--- config.mk ---
export PLATFORM = sky130hd
export DESIGN_NAME = mul_sequencer
export DESIGN_NICKNAME = d
export VERILOG_FILES = /design/src/rtl/mul_sequencer.sv
export SDC_FILE = /design/constraint.sdc
export NUM_CORES = 1
export LEC_CHECK = 0
export CORE_MARGIN = 2
export CORE_UTILIZATION = 46
export CTS_CLUSTER_SIZE = 28
export DETAILED_ROUTE_END_ITERATION = 10
export HOLD_SLACK_MARGIN = 0.03
export PLACE_DENSITY_LB_ADDON = 0.08
export SLEW_MARGIN = 5
export SYNTH_ARGS = -nofsm -noshare
export SYNTH_HDL_FRONTEND = slang
export SYNTH_SLANG_ARGS = --single-unit
--- constraint.sdc ---
create_clock -name clk -period 2 [get_ports clk]
set_input_delay 0.6 -clock clk [delete_from_list [all_inputs] [get_ports clk]]
set_output_delay 0.6 -clock clk [all_outputs]
set_load 0.03 [all_outputs]
--- src/rtl/mul_sequencer.sv ---
// Iterative shift-and-add multiplier that borrows the EX-stage ALU for its additions.
// Produces the low WORD_LEN bits of opA*opB (valid for signed and unsigned operands).
module mul_sequencer #(
  parameter int                     WORD_LEN    = 32,
  parameter int                     EXE_CMD_LEN = 4,
  parameter logic [EXE_CMD_LEN-1:0] EXE_ADD     = '0,
  parameter bit                     EARLY_EXIT  = 1'b1
) (
  input  logic                   clk,
  input  logic                   rst,
  input  logic                   start,
  input  logic [WORD_LEN-1:0]    opA,
  input  logic [WORD_LEN-1:0]    opB,
  output logic                   busy,
  output logic                   done,
  output logic [WORD_LEN-1:0]    result,
  output logic [WORD_LEN-1:0]    aluVal1,
  output logic [WORD_LEN-1:0]    aluVal2,
  output logic [EXE_CMD_LEN-1:0] aluCmd,
  input  logic [WORD_LEN-1:0]    aluOut,
  output logic [1:0]             dbg_state_o
);

  // Handshake: start is a level request sampled only in IDLE or DONE; it is
  // accepted on that edge. busy is high for every RUN cycle, done pulses for
  // exactly one cycle afterwards, and result holds until the next acceptance.
  typedef enum logic [1:0] {
    S_IDLE = 2'd0,
    S_RUN  = 2'd1,
    S_DONE = 2'd2
  } state_e;

  state_e              state_q;
  logic [WORD_LEN-1:0] acc_q;
  logic [WORD_LEN-1:0] mcand_q;
  logic [WORD_LEN-1:0] mplier_q;
  logic [WORD_LEN-1:0] result_q;
  logic [5:0]          count_q;

  logic [WORD_LEN-1:0] acc_d;
  logic                last_d;

  always_comb begin
    acc_d  = mplier_q[0] ? aluOut : acc_q;
    // Early exit fires when no set bits remain after this iteration's shift.
    last_d = (count_q == 6'(WORD_LEN - 1)) ||
             (EARLY_EXIT && (mplier_q[WORD_LEN-1:1] == '0));
  end

  always_ff @(posedge clk) begin
    if (rst) begin
      state_q  <= S_IDLE;
      acc_q    <= '0;
      mcand_q  <= '0;
      mplier_q <= '0;
      count_q  <= '0;
      result_q <= '0;
    end else begin
      case (state_q)
        S_IDLE, S_DONE: begin
          if (start) begin
            acc_q    <= '0;
            mcand_q  <= opA;
            mplier_q <= opB;
            count_q  <= '0;
            state_q  <= S_RUN;
          end else begin
            state_q  <= S_IDLE;
          end
        end
        S_RUN: begin
          acc_q    <= acc_d;
          mcand_q  <= mcand_q << 1;
          mplier_q <= mplier_q >> 1;
          count_q  <= count_q + 6'd1;
          if (last_d) begin
            result_q <= acc_d;
            state_q  <= S_DONE;
          end
        end
        default: state_q <= S_IDLE;
      endcase
    end
  end

  // ALU operands depend only on state and registers, so they are stable all cycle.
  assign busy        = (state_q == S_RUN);
  assign done        = (state_q == S_DONE);
  assign result      = result_q;
  assign aluVal1     = (state_q == S_RUN) ? acc_q   : '0;
  assign aluVal2     = (state_q == S_RUN) ? mcand_q : '0;
  assign aluCmd      = EXE_ADD;
  assign dbg_state_o = state_q;

endmodule

# ---- After elaboration in Yosys (flattened, before gate mapping)
# Cells that the tools add are included.
dict set report word_totals {
  ff_bits 136
  out_inout_bits 104
  wordCells 33
  in_bits 99
}
dict set report classes {
  reduce_logical 7
  n_mux 14
  add_sub_neg 1
  n_eq_ne 5
}
# cell n
set op_table {}
lappend op_table {{two-way mux 32 bit} 6}
lappend op_table {{case mux 32 bit (2 select lines)} 3}
lappend op_table {{logical NOT 31 bit} 1}
lappend op_table {{case mux 6 bit (2 select lines)} 1}
lappend op_table {{adder 6 x 1 -> 6 bit, second input constant} 1}
lappend op_table {{equality test 6 x 5 -> 1 bit, second input constant} 1}
lappend op_table {{two-way mux 6 bit} 1}
lappend op_table {{case mux 2 bit (2 select lines)} 1}
lappend op_table {{AND reduction 2 bit} 2}
lappend op_table {{equality test 2 x 1 -> 1 bit, second input constant} 1}
lappend op_table {{equality test 2 bit, second input constant} 1}
lappend op_table {{logical NOT 2 bit} 1}
lappend op_table {{two-way mux 2 bit} 1}
lappend op_table {{!= test 2 x 1 -> 1 bit, second input constant} 1}
lappend op_table {{!= test 2 bit, second input constant} 1}
lappend op_table {{nonzero test 2 bit} 1}
lappend op_table {{OR reduction 2 bit} 1}
lappend op_table {{logical OR 1 bit} 1}
lappend op_table {{two-way mux 1 bit} 1}

# ---- Logic depth before layout (Yosys ltp)
# Gate-level depths: netlist (run 1).
dict set report logic_depth {
  word_depth 4
  mapped_depth 7
  ltp_nobuf 6
}

# ---- Worst setup path after synthesis (run 1)
# OpenSTA, ideal clock, no wires.
dict set report synth_timing {
  path_type {register -> output}
  startpoint {register state_q[0] (netlist: dbg_state_o[0])}
  endpoint {output port aluVal1[22]}
  required_time_ps 1400
  t_arrival_ps 1715
  stages_incl_launch_ff 6
  setup_slack_ps -315
  path_buffers 2
  cell_sequence {dfxtp_1 > nand2b_1 > inv_2 > buf_6 > clkbuf_1 > and2_1}
}
dict set report synth_between {
  elab_chain_len 2
}
# element line_no
set synth_rtl {}
lappend synth_rtl {{start: declaration} 33} ;# state_e state_q;
lappend synth_rtl {{start signal: assignment} 52} ;# state_q <= S_IDLE;
lappend synth_rtl {{start signal: assignment} 66} ;# state_q <= S_RUN;
lappend synth_rtl {{start signal: assignment} 68} ;# state_q <= S_IDLE;
lappend synth_rtl {{equality test 2 x 1 -> 1 bit} --}
lappend synth_rtl {{net busy} 14} ;# output logic busy,
lappend synth_rtl {{two-way mux 32 bit} 90} ;# assign aluVal1 = (state_q == S_RUN) ? acc_q : '0;
lappend synth_rtl {{end: declaration} 17} ;# output logic [WORD_LEN-1:0] aluVal1,
# The timed path passes the listed nets, and every way through them passes these cells.

# ---- Final worst setup path (run 1)
dict set report layout_timing {
  startpoint {register state_q[1] (netlist: dbg_state_o[1])}
  endpoint {output port aluVal2[28]}
}
dict set report layout_between {
  elab_chain_len 2
}
# element line_no
set layout_rtl {}
lappend layout_rtl {{equality test 2 x 1 -> 1 bit} 91} ;# assign aluVal2 = (state_q == S_RUN) ? mcand_q : '0;
lappend layout_rtl {{two-way mux 32 bit} 91}
lappend layout_rtl {{end: declaration} 18} ;# output logic [WORD_LEN-1:0] aluVal2,
# Every way passes these cells.

==> summary.txt, run 1 <==
Drt
  • Wire per inst: 15.93 µm
  • Length of the first detailed-routing pass in iterations: 4
  • Vias: 5776
  • Antenna Nets Post-Route: 0
  • Drt initial violations: 365
  • Total detailed-routing wirelength: 17300 µm
  • DRC violation count after routing: 0
  • Vias per inst: 5.319

Power
  • Maximum resistive drop on vdd: 0.5687 mV
  • Overall Power: 7.052 mW
  • Clock power frac: 0.396
  • Internal: 5.220 mW
  • Switching Share: 0.2598
  • PD cells: 755.7 nW/µm²
  • Leakage dissipation: 3.596 nW
  • Sequential cell fraction of total power: 0.418
  • Switching pwr: 1.832 mW
  • Logic gate share of total power: 0.186

Placed design
  • Total of buffers placed on input and output ports: 198
  • Detailed Place HPWL: 11040 µm
  • Routability cong.: 0.7898
  • Placed standard-cell area: 8184 µm²

Finish
  • Post-layout nets: 999
  • Share of final-layout standard cells stronger than drive strength 1: 0.2703
  • Seq. cell area: 2729 µm²
  • Signed area change from the synthesized netlist to the final layout: 52.01%
  • Number of filler instances in the final layout: 1026
  • Antenna diode instance count: 0
  • Leading cell type in the layout, fill and taps excluded: sky130_fd_sc_hd__dfxtp_1
  • Footprint of the multi-input gates: 3115 µm²
  • Post-Layout Inst Area: 9333 µm²
  • Most frequent cells in the layout: 133 x sky130_fd_sc_hd__dfxtp_1, 129 x sky130_fd_sc_hd__a21oi_1, 97 x sky130_fd_sc_hd__nand2_1, 97 x sky130_fd_sc_hd__clkdlybuf4s50_1, 67 x sky130_fd_sc_hd__buf_6

Synthesis
  • Warnings from Yosys: 0
  • Area share of xor/xnor cells in the synthesized design: 0
  • Adder and majority cell fraction of the synthesized area: 0.002038
  • Simple-gate portion of the synthesized area: 0.1830
  • Combinational family with the most area after synthesis: compound AO/OA/AOI/OAI gates
  • Fraction of synthesized cell area taken by the top area cell type: 0.4434
  • Top cells by area, synth: sky130_fd_sc_hd__dfxtp_1 44%, sky130_fd_sc_hd__a21oi_1 11%, sky130_fd_sc_hd__o32ai_2 7.9%
  • Part of the Yosys area used for sequential elements: 0.4434
  • Cell Area, Synth: 6140 µm²
  • Synth Area in Compound Gates: 0.2384
  • Post-synthesis cell type with the largest combined area: sky130_fd_sc_hd__dfxtp_1
  • Mean area per synthesized cell: 8.821 µm²
  • Number of flip-flops and latches in the synthesized netlist: 136
  • Post-synth cell types: 36
  • Synthesized instance count: 696
  • Proportion of synthesized area in mux cells: 0.05217

Critical path
  • Type of the worst setup path: reg -> out
  • Endpoint kind of the worst setup timing path: output pin
  • CP required: 1.40 ns
  • Depth of the worst register-to-register path: 6
  • Category of the worst setup path launch point: register
  • Highest fanout seen on the critical path: 8
  • Setup slack of the most critical reg-to-reg path: 0.22 ns
  • Arrival time at the worst endpoint: 1.54 ns
  • RR Startpoint: mplier_q[19]$_SDFFE_PP0P_
  • Endpoint of the lowest-slack register-to-register path: result[22]$_SDFFE_PP0P_

Clocking
  • Number of buffers inserted during clock tree synthesis: 17
  • CTS root buffer: sky130_fd_sc_hd__clkbuf_16
  • Number of buffers on the longest clock path: 2
  • Hold bufs inserted after CTS: 0
  • Sinks on Clock Net: 136
  • Skew-Pair Late Insertion Delay: 0.41 ns
  • H-tree depth reported by CTS: 4
  • TritonCTS clock tree: yes
  • Clk slew on worst S/H paths: 0.05 ns

Die
  • Horiz. Die Dim: 119.5 µm
  • Height of the chip: 119.5 µm
  • Effective utilization at floorplan: 0.4673
  • Core area: 13140 µm²
  • Full die area: 14290 µm²
  • Number of rows created at floorplan: 42
  • IO Count: 203

STA
  • Minimum setup slack in the final design: -0.1388 ns
  • RSZ-0062 raised after global routing: true
  • Count of final hold-check violations: 0
  • Least-Margin Pin Slew: 0.5374 ns
  • Final critical-path share of the clock period: 1.069
  • Final Setup Violations: 64
  • Fin Clk Skew: 0.005198 ns
  • Post-route worst hold slack: 0.4526 ns
  • Max Freq: 467.5 MHz
  • Max-slew violation total from the final report: 0
  • Shortest period the worst path allows: 2.139 ns
  • Headroom to the max-slew limit: 0.6417

Global route
  • First-pass GRT wire length: 27860 µm
  • Pin count of the biggest net entering global routing: 96
  • Global routing usage summed across all routing layers: 0.2420
  • Residual overflow from global routing: 0
  • Number of antenna violations at the first check in global routing: 0
  • Number of global-route vias before repair: 5708

Worst hold path
  • Number of cells on the worst hold path: 2
  • Hold wc startpoint: mcand_q[1]$_SDFFE_PP0P_
  • Worst Hold End: mcand_q[1]$_SDFFE_PP0P_
  • Type of the most critical hold path: reg -> reg

Job
  • Max Cap Viol: 0

Run status
  • Run status: finished, violations left
  • Violations in the final reports: setup timing
[synthesized netlist by cell type (all sizes together)]
| cell type | number |
|---|---|
| dfxtp | 136 |
| a21oi | 129 |
| nand2 | 97 |
| and2 | 65 |
| buf | 38 |
| a22oi | 34 |
| inv | 34 |
| nand3 | 34 |
| o32ai | 33 |
| mux2i | 32 |
| clkbuf | 27 |
| nor2 | 10 |
| nor4 | 7 |
| nand4 | 4 |
| nand2b | 3 |
| nor2b | 2 |
| nor3 | 2 |
| o21a | 2 |
| a211oi | 1 |
| conb | 1 |
| ha | 1 |
| o211ai | 1 |
| o21bai | 1 |
| or2 | 1 |
| or3 | 1 |
[per-layer routing]
layer  part of all wire  wire length, µm  track usage  vias up
li1                   -                -            -     2813
met3              0.060             1030      0.06274       24
met4              0.019              325      0.08750        0
met1               0.42             7194       0.2848     2772
met5                  0                0            0        -
met2               0.51             8746       0.4243      167
[final cells by class]
cell class	count	share of cell area
Multi-Input combinational cell	464	0.3338
Sequential cell	136	0.2924
Timing Repair Buffer	246	0.2786
Clock buffer	27	0.05497
Tap cell	176	0.02360
Inverter	34	0.01502
Clock inverter	3	0.001609
[worst max-delay path, stage by stage, from the launching register on]
cell and delay, ns:
sky130_fd_sc_hd__dfxtp_2 0.32, sky130_fd_sc_hd__nand2b_4 0.16, sky130_fd_sc_hd__clkinv_8 0.10, sky130_fd_sc_hd__buf_12 0.15
sky130_fd_sc_hd__buf_16 0.13, sky130_fd_sc_hd__and2_4 0.14, sky130_fd_sc_hd__buf_6 0.13
[power by group through the flow]
stage | logic [mW] | registers [mW] | clock network, mW
2_1_floorplan | 0.651 | 2.96 | 0
3_3_place_gp | 1.07 | 2.99 | 0
3_5_place_dp | 1.09 | 3.00 | 0
4_1_cts | 1.33 | 2.94 | 2.85
5_1_grt | 1.40 | 2.96 | 2.98
6_report | 1.31 | 2.95 | 2.79
[through the flow]
step	instances	setup TNS (ns)	util	setup slack, ns
global placement	1032	0	0.6230	0.04938
global route	1086	-8.223	0.7104	-0.1934
detailed placement	1032	0	0.6230	0.01496
floorplan	699	0	-	0.02385
CTS	1080	-7.987	0.7055	-0.1882
finish	1086	-4.710	0.7104	-0.1388
[how the worst max path moves through the flow]
| stage | depth (start not counted) | slack (ns) | from | endpoint |
|---|---|---|---|---|
| after CTS | 5 | -0.19 | dbg_state_o[1]$_SDFFE_PP0P_ | aluVal1[28] |
| after global routing | 6 | -0.19 | dbg_state_o[1]$_SDFFE_PP0P_ | aluVal2[29] |
| after floorplan | 6 | 0.02 | dbg_state_o[1]$_SDFFE_PP0P_ | aluVal1[15] |
| final | 6 | -0.14 | dbg_state_o[1]$_SDFFE_PP0P_ | aluVal2[28] |
| after global placement | 6 | 0.05 | start | mplier_q[22]$_SDFFE_PP0P_ |
| after detailed placement | 6 | 0.01 | start | mplier_q[22]$_SDFFE_PP0P_ |
[cell families (layout without fill, tap and decap cells)]
family / after synthesis / count (layout)
simple gates: 226 / 226
flops: 136 / 136
fa+ha+maj: 1 / 1
other cells: 1 / 4
compound gates: 201 / 201
buf+inv: 99 / 310
mux: 32 / 32
[sequential cells by signal, indices dropped and copies added, names as in the netlist]
signal	cells
acc_q	32
mcand_q	32
mplier_q	32
result	32
count_q	6
dbg_state_o	2
[timing repair]
item / in CTS / in global routing
buffers inserted: 13 / 9
pin swaps: 23 / 5
gates resized for setup: 145 / 29
gates cloned: 6 / 0
setup endpoints to repair: 100 / 65
(Power assumes the default switching activity.)
==> run 2, diff against run 1 <==
Settings changed: CAP_MARGIN set to 25, CORE_MARGIN 2 to not set.
==> summary.txt, run 2 (synthesized netlist as in run 1, its figures left out) <==
Run status
  • Run status: finished, violations left
  • Violations in the final reports: setup timing

Power
  • Leakage dissipation: 3.629 nW (+0.91%)
  • Overall Power: 7.383 mW (+4.7%)
  • PD cells: 784.4 nW/µm² (+3.8%)
  • Maximum resistive drop on vdd: 0.6582 mV (+16%)

Critical path
  • Launch point of the worst path: dbg_state_o[1]$_SDFFE_PP0P_
  • Depth of the worst register-to-register path: 10 (+4)
  • Cell family with the largest share of critical-path delay: buffers and inverters
  • Arrival time at the worst endpoint: 1.55 ns (about the same)
  • Category of the worst setup path launch point: register
  • Setup slack of the most critical reg-to-reg path: 0.12 ns (-0.10 ns)
  • CP required: 1.40 ns (about the same)
  • Highest fanout seen on the critical path: 6 (-2)
  • Ordered list of cells on the worst path: nand2b_4, inv_8, buf_12, clkbuf_16, and2_4, buf_6
  • Worst path bufs/invs: 4 (unchanged)
  • Endpoint of the lowest-slack register-to-register path: mplier_q[27]$_SDFFE_PP0P_
  • Endpoint kind of the worst setup timing path: output pin
  • Number of gates on the worst path with buffers counted: 6 (unchanged)
  • Maximum single-stage delay on the critical path: 0.32 ns (about the same)
  • RR Startpoint: dbg_state_o[1]$_SDFFE_PP0P_
  • Capturing element of the worst setup path: aluVal1[17]
  • Type of the worst setup path: reg -> out
  • CP max-delay cell: sky130_fd_sc_hd__dfxtp_2

Finish
  • Share of final-layout standard cells stronger than drive strength 1: 0.2716 (+0.001289)
  • Post-Layout Inst Area: 9413 µm² (+0.86%)
  • Number of filler instances in the final layout: 923 (-10%)
  • Leading cell type in the layout, fill and taps excluded: sky130_fd_sc_hd__dfxtp_1
  • Footprint of the multi-input gates: 3126 µm² (+0.32%)
  • Seq. cell area: 2726 µm² (about the same)
  • Most frequent cells in the layout: 133 x sky130_fd_sc_hd__dfxtp_1, 129 x sky130_fd_sc_hd__a21oi_1, 97 x sky130_fd_sc_hd__clkdlybuf4s50_1, 96 x sky130_fd_sc_hd__nand2_1
  • Post-layout nets: 989 (-1.0%)
  • Signed area change from the synthesized netlist to the final layout: 53.31%
  • Antenna diode instance count: 0 (unchanged)
  • Final std cells w/o fill: 1074 (-1.1%)

Placed design
  • Placed standard-cell area: 8219 µm² (+0.43%)
  • Total of buffers placed on input and output ports: 198 (unchanged)
  • Placed cell count: 1025 (-0.68%)
  • Detailed Place HPWL: 10710 µm (-3.0%)
  • Routability cong.: 0.7730 (-2.1%)

Global route
  • Pin count of the biggest net entering global routing: 136 (+42%)
  • First-pass GRT wire length: 27860 µm (about the same)
  • Number of global-route vias before repair: 5765 (+1.0%)
  • Residual overflow from global routing: 0 (unchanged)
  • Global routing usage summed across all routing layers: 0.2493 (+0.007352)
  • Number of antenna violations at the first check in global routing: 0 (unchanged)

Drt
  • Wire per inst: 16.27 µm (+2.2%)
  • Length of the first detailed-routing pass in iterations: 5 (+1)
  • Drt initial violations: 390 (+6.8%)
  • Vias per inst: 5.412 (+1.7%)
  • Total detailed-routing wirelength: 17480 µm (+1.1%)
  • DRC violation count after routing: 0 (unchanged)
  • Antenna Nets Post-Route: 0 (unchanged)
  • Vias: 5812 (+0.62%)

STA
  • Final Setup Violations: 64 (unchanged)
  • Shortest period the worst path allows: 2.147 ns (+0.008316 ns)
  • Max-slew violation total from the final report: 0 (unchanged)
  • Count of final hold-check violations: 0 (unchanged)
  • Headroom to the max-slew limit: 0.4777 (-0.1640)
  • RSZ-0062 raised after global routing: true
  • Max Freq: 465.7 MHz (-0.39%)
  • Fin Clk Skew: 0.007133 ns (+0.001936 ns)
  • Final critical-path share of the clock period: 1.074 (+0.004158)
  • Minimum setup slack in the final design: -0.1472 ns (-0.008316 ns)
  • Least-Margin Pin Slew: 0.7834 ns (+0.2460 ns)

Die
  • Horiz. Die Dim: 117.5 µm (-1.7%)
  • Full die area: 13810 µm² (-3.3%)
  • IO Count: 203 (unchanged)
  • Effective utilization at floorplan: 0.4787 (+0.01140)
  • Height of the chip: 117.5 µm (-1.7%)
  • Number of rows created at floorplan: 41 (-2.4%)
  • Core area: 12820 µm² (-2.4%)

Job
  • Max Cap Viol: 0 (unchanged)

Clocking
  • CTS root buffer: sky130_fd_sc_hd__clkbuf_16
  • Hold bufs inserted after CTS: 0 (unchanged)
  • TritonCTS clock tree: yes
  • Sinks on Clock Net: 136 (unchanged)
  • H-tree depth reported by CTS: 4 (unchanged)
  • Number of buffers inserted during clock tree synthesis: 17 (unchanged)
  • Number of buffers on the longest clock path: 2 (unchanged)
  • Clk slew on worst S/H paths: 0.06 ns (about the same)
  • Skew-Pair Late Insertion Delay: 0.41 ns (about the same)

Worst hold path
  • Type of the most critical hold path: reg -> reg
[run 2: report_power, final]
part	leakage, nW	switching [mW]	internal (mW)
logic	2.22	0.671	0.671
clock network	0.302	1.12	1.99
registers	1.11	0.0970	2.84
total	3.63	1.88	5.50
[run 2: per-layer routing]
layer  up-vias  wire (µm)  track usage
met1      2781       7305       0.2906
met2       207       8818       0.4338
li1       2800          -            -
met5         -          0            0
met3        24        999      0.06347
met4         0        355       0.1034
[run 2: timing repair]
| item | 4_1_cts | 5_1_grt |
|---|---|---|
| gates resized for setup | 151 | 17 |
| endpoints found under the setup margin | 100 | 144 |
| pin swaps | 7 | 9 |
| gates cloned | 3 | 4 |
| setup buffers | 6 | 5 |
[run 2: worst register-to-register path, stage by stage (launching register included)]
cell	delay (ns)
sky130_fd_sc_hd__dfxtp_2	0.33
sky130_fd_sc_hd__nand2b_4	0.15
sky130_fd_sc_hd__inv_8	0.06
sky130_fd_sc_hd__buf_12	0.14
sky130_fd_sc_hd__buf_4	0.13
sky130_fd_sc_hd__bufbuf_16	0.29
sky130_fd_sc_hd__nor2_4	0.13
sky130_fd_sc_hd__buf_12	0.15
sky130_fd_sc_hd__buf_12	0.18
sky130_fd_sc_hd__nand2_1	0.08
sky130_fd_sc_hd__a21oi_1	0.16
[run 2: area by class of cell]
cell class | count | area share
multi-input cells | 464 | 0.3320
well taps | 172 | 0.02286
inverters | 34 | 0.01436
repair buffers | 236 | 0.2781
flip-flops and latches | 136 | 0.2896
clock inverters | 9 | 0.01010
clock buffers | 23 | 0.05290
[run 2: worst min path at each step]
stage	start	to	cells after the start
4_1_cts	mcand_q[20]$_SDFFE_PP0P_	mcand_q[20]$_SDFFE_PP0P_	2
5_1_grt	mcand_q[20]$_SDFFE_PP0P_	mcand_q[20]$_SDFFE_PP0P_	2
2_1_floorplan	mcand_q[10]$_SDFFE_PP0P_	mcand_q[10]$_SDFFE_PP0P_	2
3_5_place_dp	mcand_q[20]$_SDFFE_PP0P_	mcand_q[20]$_SDFFE_PP0P_	2
3_3_place_gp	mcand_q[30]$_SDFFE_PP0P_	mcand_q[30]$_SDFFE_PP0P_	2
6_report	mcand_q[20]$_SDFFE_PP0P_	mcand_q[20]$_SDFFE_PP0P_	2
[run 2: stage by stage]
step / hold slack, ns / util / worst slack [ns] / setup TNS (ns)
2_1_floorplan: 0.4317 / - / 0.02385 / 0
3_3_place_gp: 0.4374 / 0.6409 / 0.01115 / 0
3_5_place_dp: 0.4420 / 0.6409 / -0.01267 / -0.01918
4_1_cts: 0.4547 / 0.7230 / -0.1468 / -7.538
5_1_grt: 0.4756 / 0.7340 / -0.1946 / -9.082
6_report: 0.4551 / 0.7340 / -0.1472 / -5.447
